$ cat config.mk
export PLATFORM = sky130hd
export DESIGN_NAME = rtc_timekeeper
export DESIGN_NICKNAME = d
export VERILOG_FILES = /design/src/rtl/clock_pkg.sv /design/src/rtl/bcd_mod_counter.sv /design/src/rtl/rtc_timekeeper.sv
export SDC_FILE = /design/constraint.sdc
export NUM_CORES = 1
export LEC_CHECK = 0
export ABC_AREA = 0
export CORE_MARGIN = 2
export CORE_UTILIZATION = 41
export CTS_BUF_LIST = sky130_fd_sc_hd__clkbuf_8
export DETAILED_ROUTE_END_ITERATION = 8
export HOLD_SLACK_MARGIN = 0.12
export SLEW_MARGIN = 10
export SYNTH_ARGS = -nofsm -noshare
export SYNTH_HDL_FRONTEND = slang
export SYNTH_HIERARCHICAL = 1
export SYNTH_SLANG_ARGS = --single-unit
$ cat constraint.sdc
create_clock -name clk -period 4.7 [get_ports clk]
set_clock_uncertainty 0.1 [all_clocks]
set_input_delay 0.94 -clock clk [delete_from_list [all_inputs] [get_ports clk]]
set_output_delay 0.94 -clock clk [all_outputs]
set_load 0.005 [all_outputs]
$ cat src/rtl/clock_pkg.sv
// Shared types and BCD helpers for the clock project's time-of-day core.
// Hours are kept internally in 24 h BCD; the 12 h view is derived combinationally.
package clock_pkg;

  typedef enum logic [1:0] {
    RUN     = 2'd0,
    SET_HH  = 2'd1,
    SET_MM  = 2'd2,
    ZERO_SS = 2'd3
  } set_sel_t;

  localparam logic [7:0] BCD_59 = 8'h59;
  localparam logic [7:0] BCD_23 = 8'h23;
  localparam logic [7:0] BCD_12 = 8'h12;

  typedef struct packed {
    logic [7:0] hour;
    logic       pm;
  } hour12_t;

  // Next value of a two-digit BCD counter whose final state is `last`.
  function automatic logic [7:0] bcd_next(input logic [7:0] val, input logic [7:0] last);
    if (val == last) return 8'h00;
    if (val[3:0] >= 4'd9) return {val[7:4] + 4'd1, 4'd0};
    return {val[7:4], val[3:0] + 4'd1};
  endfunction

  function automatic hour12_t bcd_to_12h(input logic [7:0] h24);
    hour12_t    r;
    logic [4:0] bin;
    logic [4:0] tens_rem;
    bin  = 5'(h24[7:4]) * 5'd10 + 5'(h24[3:0]);
    r.pm = (bin >= 5'd12);
    if (bin == 5'd0)       bin = 5'd12;
    else if (bin > 5'd12)  bin = bin - 5'd12;
    tens_rem = bin - 5'd10;
    if (bin >= 5'd10) r.hour = {4'd1, tens_rem[3:0]};
    else              r.hour = {4'd0, bin[3:0]};
    return r;
  endfunction

endpackage

$ cat src/rtl/bcd_mod_counter.sv
// Two-digit BCD modulo counter with synchronous clear; carry marks the wrapping increment.
module bcd_mod_counter
  import clock_pkg::*;
#(
  parameter int MOD = 60
) (
  input  logic       clk,
  input  logic       rst_n,
  input  logic       inc,
  input  logic       clr,
  output logic [7:0] value,
  output logic       carry
);

  localparam logic [7:0] LAST = 8'((((MOD - 1) / 10) * 16) + ((MOD - 1) % 10));

  logic [7:0] value_q;
  logic [7:0] value_d;

  // NOTE: every always_comb output gets a default first, so no path can infer a latch.
  always_comb begin
    value_d = value_q;
    if (clr)      value_d = 8'h00;
    else if (inc) value_d = bcd_next(value_q, LAST);
  end

  // NOTE: state flops use non-blocking assignments so all registers update together.
  always_ff @(posedge clk or negedge rst_n) begin
    if (!rst_n) value_q <= 8'h00;
    else        value_q <= value_d;
  end

  assign value = value_q;
  assign carry = inc & ~clr & (value_q == LAST);

endmodule

$ cat src/rtl/rtc_timekeeper.sv
// BCD time-of-day core: 1 Hz prescaler, hh:mm:ss carry chain, set modes,
// runtime 12/24 h display and a latched alarm.
module rtc_timekeeper
  import clock_pkg::*;
#(
  parameter int CLK_DIV = 10_000_000
) (
  input  logic       clk,
  input  logic       rst_n,
  input  logic       ena,
  input  logic       mode_12h,
  input  logic [1:0] set_sel,
  input  logic       inc,
  input  logic       alarm_en,
  input  logic [7:0] alarm_hh,
  input  logic [7:0] alarm_mm,
  input  logic       alarm_ack,
  output logic [7:0] hh,
  output logic [7:0] mm,
  output logic [7:0] ss,
  output logic       pm,
  output logic       tick_1hz,
  output logic       alarm
);

  localparam int            PW         = $clog2(CLK_DIV);
  localparam logic [PW-1:0] PRESC_LAST = PW'(CLK_DIV - 1);

  set_sel_t      mode;
  logic          run;
  logic          inc_eff;
  logic [PW-1:0] presc_q, presc_d;
  logic          alarm_q, alarm_d;
  logic          tick;

  logic [7:0] sec_val, min_val, hr_val;
  logic       sec_carry, min_carry, hr_carry;
  logic       min_inc, hr_inc, sec_clr;
  logic [7:0] min_next, hr_next;
  logic       alarm_hit;
  hour12_t    fmt;

  assign mode    = set_sel_t'(set_sel);
  assign run     = (mode == RUN);
  assign inc_eff = ena & inc;

  // Any set mode parks the prescaler at 0 so run mode restarts a full second.
  always_comb begin
    presc_d = presc_q;
    if (ena) begin
      if (!run)                     presc_d = '0;
      else if (presc_q == PRESC_LAST) presc_d = '0;
      else                          presc_d = presc_q + 1'b1;
    end
  end

  assign tick = ena & run & (presc_q == PRESC_LAST);

  // Carries only chain in run mode; manual edits never ripple into the next field.
  assign sec_clr = ena & (mode == ZERO_SS);
  assign min_inc = run ? sec_carry : ((mode == SET_MM) & inc_eff);
  assign hr_inc  = run ? min_carry : ((mode == SET_HH) & inc_eff);

  bcd_mod_counter #(.MOD(60)) u_sec (
    .clk   (clk),
    .rst_n (rst_n),
    .inc   (tick),
    .clr   (sec_clr),
    .value (sec_val),
    .carry (sec_carry)
  );

  bcd_mod_counter #(.MOD(60)) u_min (
    .clk   (clk),
    .rst_n (rst_n),
    .inc   (min_inc),
    .clr   (1'b0),
    .value (min_val),
    .carry (min_carry)
  );

  bcd_mod_counter #(.MOD(24)) u_hr (
    .clk   (clk),
    .rst_n (rst_n),
    .inc   (hr_inc),
    .clr   (1'b0),
    .value (hr_val),
    .carry (hr_carry)
  );

  // Match against the time this tick produces; seconds wrapping implies :00.
  assign min_next  = bcd_next(min_val, BCD_59);
  assign hr_next   = min_carry ? bcd_next(hr_val, BCD_23) : hr_val;
  assign alarm_hit = sec_carry & alarm_en & (min_next == alarm_mm) & (hr_next == alarm_hh);

  always_comb begin
    alarm_d = alarm_q;
    if (ena) begin
      if (alarm_hit)                alarm_d = 1'b1;
      else if (alarm_ack || !alarm_en) alarm_d = 1'b0;
    end
  end

  always_ff @(posedge clk or negedge rst_n) begin
    if (!rst_n) begin
      presc_q <= '0;
      alarm_q <= 1'b0;
    end else begin
      presc_q <= presc_d;
      alarm_q <= alarm_d;
    end
  end

  assign fmt      = bcd_to_12h(hr_val);
  assign hh       = mode_12h ? fmt.hour : hr_val;
  assign pm       = fmt.pm;
  assign mm       = min_val;
  assign ss       = sec_val;
  assign tick_1hz = tick;
  assign alarm    = alarm_q;

endmodule

; Word level (Yosys, flattened, before mapping)
; Cells that the tools add are included.
[classes]
bitwise = 13
addsub = 10
n_div = 0
order_cmp = 6
shift = 0
n_mux = 48
reduce_logical = 13
n_mul = 1
eq_ne = 9
[op_table]
columns = operator, n
row1 = $mux 8, 20
row2 = $mux 24, 2
row3 = $add 24x1->24 const B, 1
row4 = $add 4x1->4 const B, 6
row5 = $eq 24x24->1 const B, 1
row6 = $mux 1, 23
row7 = $eq 8x7->1 const B, 2
row8 = $eq 8x8->1, 2
row9 = $mux 5, 3
row10 = $and 1x1->1, 12
row11 = $ge 4x4->1 const B, 3
row12 = $ge 5x4->1 const B, 2
row13 = $eq 8x6->1 const B, 1
row14 = $reduce_and 2->1, 4
row15 = $reduce_bool 2->1, 4
row16 = $add 5x4->5, 1
row17 = $gt 5x4->1 const B, 1
row18 = $logic_not 5->1, 1
row19 = $sub 5x4->5 const B, 1
row20 = $eq 2x2->1 const B, 2
row21 = $mul 4x3->4 const B, 1
row22 = $sub 4x4->4 const B, 1
row23 = $reduce_bool 3->1, 1
row24 = $eq 2x1->1 const B, 1
row25 = other kinds (4), 4
[word_totals]
word_cells = 108
rom_bits = 0
memories = 0
inputBits = 25
ff_bits = 49
out_inout_bits = 27
latchBits = 0
mem_bits_rw = 0

; Depth between registers and ports, before layout
[logic_depth]
ltp_word = 13
mapped_depth = 18
ltp_nobuf = 14

; By module
; The synthesis kept the hierarchy.
[by_module_without_submodules]
columns = module, cells_per_inst, seq_area_each_um2, area_each_um2, instances
row1 = rtc_timekeeper, 357, 625.6, 2750.1, 1
row2 = bcd_mod_counter (u_min ...), 58, 200.2, 560.5, 2
row3 = bcd_mod_counter (u_hr), 58, 200.2, 529.3, 1

; Least setup slack after synthesis
; OpenSTA, ideal clock, no wires.
[synth_path]
path_type = register to output
start = register u_hr.value_q[4] (netlist: u_hr/value[4])
end = output hh[2]
slack_ns = 0.484
n_path_buf = 0
t_required_ns = 3.660
t_arrival_ns = 3.176
stages_incl_launch_ff = 13
cell_sequence = dfrtp_1 > ha_1 > ha_1 > xor2_1 > ha_1 > or3b_2 > nand2_1 > a21oi_1 > mux2_2 > ha_1 > o21ai_0 > a21oi_1 > o311ai_1
[synth_between]
elab_chain_cells = 8
elab_cells_between_ends = 11
cone_classes = add/sub (3) / mul (1) / order compare (2) / mux (4) / reduce/logical (1)
[synth_lines]
columns = item, line_no
row1 = from (decl), bcd_mod_counter.sv:17  ; logic [7:0] value_q;
row2 = from (signal assigned), bcd_mod_counter.sv:30  ; else value_q <= value_d;
row3 = $mul 4x3->4 (*), clock_pkg.sv:32  ; bin = 5'(h24[7:4]) * 5'd10 + 5'(h24[3:0]);
row4 = $add 5x4->5 (*), clock_pkg.sv:32
row5 = $sub 5x4->5 or $gt 5x4->1 (tied branches), clock_pkg.sv:35  ; else if (bin > 5'd12) bin = bin - 5'd12;
row6 = $mux 5, clock_pkg.sv:35
row7 = $mux 5 (*), clock_pkg.sv:34  ; if (bin == 5'd0) bin = 5'd12;
row8 = $sub 4x4->4 or $ge 5x4->1 (tied branches), "clock_pkg.sv:36, clock_pkg.sv:37"
row9 = $mux 5 (*), clock_pkg.sv:37  ; if (bin >= 5'd10) r.hour = {4'd1, tens_rem[3:0]};
row10 = $mux 8 (*), rtc_timekeeper.sv:115  ; assign hh = mode_12h ? fmt.hour : hr_val;
row11 = to (decl), rtc_timekeeper.sv:18  ; output logic [7:0] hh,
; Every way passes the cells marked *; elsewhere a longest branch is shown, timed or not.

; Final worst setup path
[layout_path]
start = register u_hr.value_q[4] (netlist: u_hr/value[4])
end = output hh[1]
; The elaborated chain is that of the path after synthesis.

==> results.txt <==
----------------------------------------------------
[Detailed routing]
  Final routed wire length divided by cell count ... about 15 um
  Vias ... ~4100
  Routed WL ... ~11 mm
  Iteration-0 DRC count of the detailed router ... 224
  Number of detailed-route iterations in the first pass ... 4
  DRC Markers ... 0
  Vias per std cell ... 5.63
  Detail Route Antenna Nets ... 0

[Timing]
  Post-route worst setup slack ... ~0.13 ns
  Final critical-path share of the clock period ... 97.3%
  Setup Viol. Count Final ... 0
  Setup repair after global routing missed its margin ... true
  Slew headroom ... between 20% and 30%
  Highest Clock Rate ... 219 MHz
  Min Clock Period, post-route ... roughly 4.6 ns
  Number of max-slew violations in the final report ... 0
  Final-report hold violation count ... 0
  Worst Max-Slew Pin Slew ... 1.06 ns

[Clocking]
  CTS max path bufs ... 2
  Clk Latency, worst-skew pair ... approximately 0.30 ns
  Clock Root Buffer ... sky130_fd_sc_hd__clkbuf_8
  TritonCTS sink count ... just under 50
  TritonCTS clock tree ... done
  Clock slew seen by the registers of the worst setup and hold paths ... about 0.09 ns
  Number of buffers created by CTS ... 5
  H-tree depth ... 2
  Buffer count from post-CTS setup fixing ... 0

[Synthesis]
  Warning count from the yosys run ... 6
  Cells after Synth ... 530
  Post-synthesis average cell area ... around 8.3 um2
  Cell area after technology mapping ... approximately 4400 um2

[Layout]
  Final non-filler cell total ... a little over 700
  Core utilization of the finished layout ... between 50% and 60%
  Diode insertion count for antenna repair ... 0
  Fill cell total of the finished layout ... between 1000 and 1500
  Post-route cell area ... about 5300 um2
  Multi-input gate area in the final layout ... roughly 3000 um2
  Synth-to-Final Area Change ... 20.0%
  Final-stage net count ... approximately 650
  Reg area ... 1230 um2
  Share of final-layout standard cells stronger than drive strength 1 ... 10.2%

[Die]
  Horizontal extent of the die ... between 100 and 150 um
  Top-Level Pins ... 52
  Vert. Die Dim ... roughly 110 um
  Rows ... 37
  Starting density of the core ... between 40% and 50%
  Standard cell core area ... a little over 10000 um2
  Floorplan die area ... 11600 um2

[Setup path]
  Startpoint-to-endpoint class of the critical path ... flop to primary output
  Crit path arrival time ... ~3.5 ns
  Crit. End Element ... primary output
  CP Max Fanout ... 4
  R2r worst-path depth ... 14
  Element type at the critical path start ... flop
  Worst r2r src ... presc_q[0]
  Internal reg-to-reg setup slack ... about 1.1 ns
  Data required, critical path ... between 3 and 4 ns
  Worst reg2reg path endpoint ... u_hr/value[6]

[Global routing]
  Number of global-route vias before repair ... between 3000 and 4000
  Initial antenna violation count ... 0
  Total routing usage reported by global routing ... 19.2%
  Overflow left after global routing ... 0
  Global-route wire length before repair ... 18.5 mm
  Maximum number of pins on one net before global-route repair ... 50

[Pwr]
  Cell Pwr Density ... ~150 nW/um2
  Share of total power in the clock network ... between 30% and 40%
  Combinational fraction of design power ... approximately 16%
  Sequential power share ... a little over half
  Switching Power ... 222 uW
  Total leakage power ... 2.08 nW
  Power Internal ... between 500 and 600 uW
  Largest voltage drop on the vdd net ... ~110 uV
  Sw Ratio ... a little over a quarter

[Placed design]
  Final Wtd Congestion ... between 0.7 and 0.8
  Number of cells after detailed placement ... between 700 and 800
  Post-DP HPWL ... 7.95 mm
  Placed cell areas ... about 5000 um2
  Count of input and output buffers ... between 50 and 60
  Setup slack after placement ... a little under 0.03 ns

[Worst hold path]
  Hold Path Sink ... presc_q[16]
  Hold path startpoint ... presc_q[16]
  Cells on Worst Hold Path ... 1
  Worst hold-check path type ... flop to flop

[Job]
  Max-cap viol count ... 0

[Status]
  Run status ... finished, final reports clean

----------------------------------------------------
[critical path: stages, from the launching register on]
cell and delay [ns]:
sky130_fd_sc_hd__dfrtp_2 0.45, sky130_fd_sc_hd__ha_2 0.21, sky130_fd_sc_hd__fa_2 0.35, sky130_fd_sc_hd__xor2_2 0.15
sky130_fd_sc_hd__buf_4 0.14, sky130_fd_sc_hd__inv_1 0.06, sky130_fd_sc_hd__ha_1 0.22, sky130_fd_sc_hd__and2_1 0.17
sky130_fd_sc_hd__a21oi_2 0.10, sky130_fd_sc_hd__mux2_4 0.18, sky130_fd_sc_hd__ha_4 0.14, sky130_fd_sc_hd__o21ai_2 0.07
sky130_fd_sc_hd__a2111o_1 0.41, sky130_fd_sc_hd__nand3_1 0.07, sky130_fd_sc_hd__clkdlybuf4s50_1 0.50
[metal layers]
layer  share of wire [%]  vias up  wire length, um  GRT usage [%]
met5                   0        -                0              0
met4                0.52        0               57           2.56
met3                 3.1        6              334           2.24
met2                  47       72             5170           33.1
met1                  49     1931             5350           26.5
li1                    -     2074                -              -
[area by class of cell]
| cell class | count | area share, % |
|---|---|---|
| multi-input combinational | 422 | 56.7 |
| sequential | 49 | 23.3 |
| timing repair buffer | 71 | 12.4 |
| tap | 136 | 3.23 |
| inverter | 39 | 2.78 |
| clock buffer | 5 | 1.30 |
| clock inverter | 3 | 0.261 |
[metrics by stage]
stage	TNS [ns]	power (mW)	hold slack (ns)
4_1_cts	0	0.821	0.420
3_5_place_dp	0	0.569	0.404
3_3_place_gp	0	0.567	0.392
2_1_floorplan	0	0.505	0.352
5_1_grt	-0.0510	0.848	0.450
6_report	0	0.809	0.417
[worst max path at each step]
stage,start,endpoint,depth (start not counted)
floorplan,u_hr/value[4],hh[2],12
global placement,u_hr/value[4],hh[2],13
detailed placement,u_hr/value[4],hh[2],13
CTS,u_hr/value[4],hh[4],12
global route,u_hr/value[4],hh[1],14
finish,u_hr/value[4],hh[1],14
[registers in the layout, summed over array words and instances, names as in the netlist]
signal and flops:
alarm 1, presc_q 24, u_hr/value 8, u_min/value 8, u_sec/value 8
[repair_timing]
action | 4_1_cts | 5_1_grt
hold buffers | 0 | 0
endpoints found under the setup margin | 4 | 2
pin swaps | 3 | 1
resized for setup | 10 | 5
[cell usage in the layout, fill, tap and decap left out, drive strengths merged, types with 8 or more instances in the layout]
master,count
inv,40
o41ai,9
nand2,40
a31oi,9
a21oi,27
o31ai,17
nand4,11
dfrtp,49
nor2b,17
clkdlybuf4s50,47
buf,21
nor2,25
nand3,33
nand2b,15
and3,8
o21ai,40
ha,33
xor2,8
nor3,12
[power groups by stage]
stage               clock, mW  combinational, mW  sequential (mW)
floorplan                   0             0.0669            0.438
global placement            0              0.128            0.439
detailed placement          0              0.130            0.439
CTS                     0.260              0.130            0.431
global route            0.269              0.147            0.432
finish                  0.246              0.132            0.431
Power figures use the tool's default switching activity.
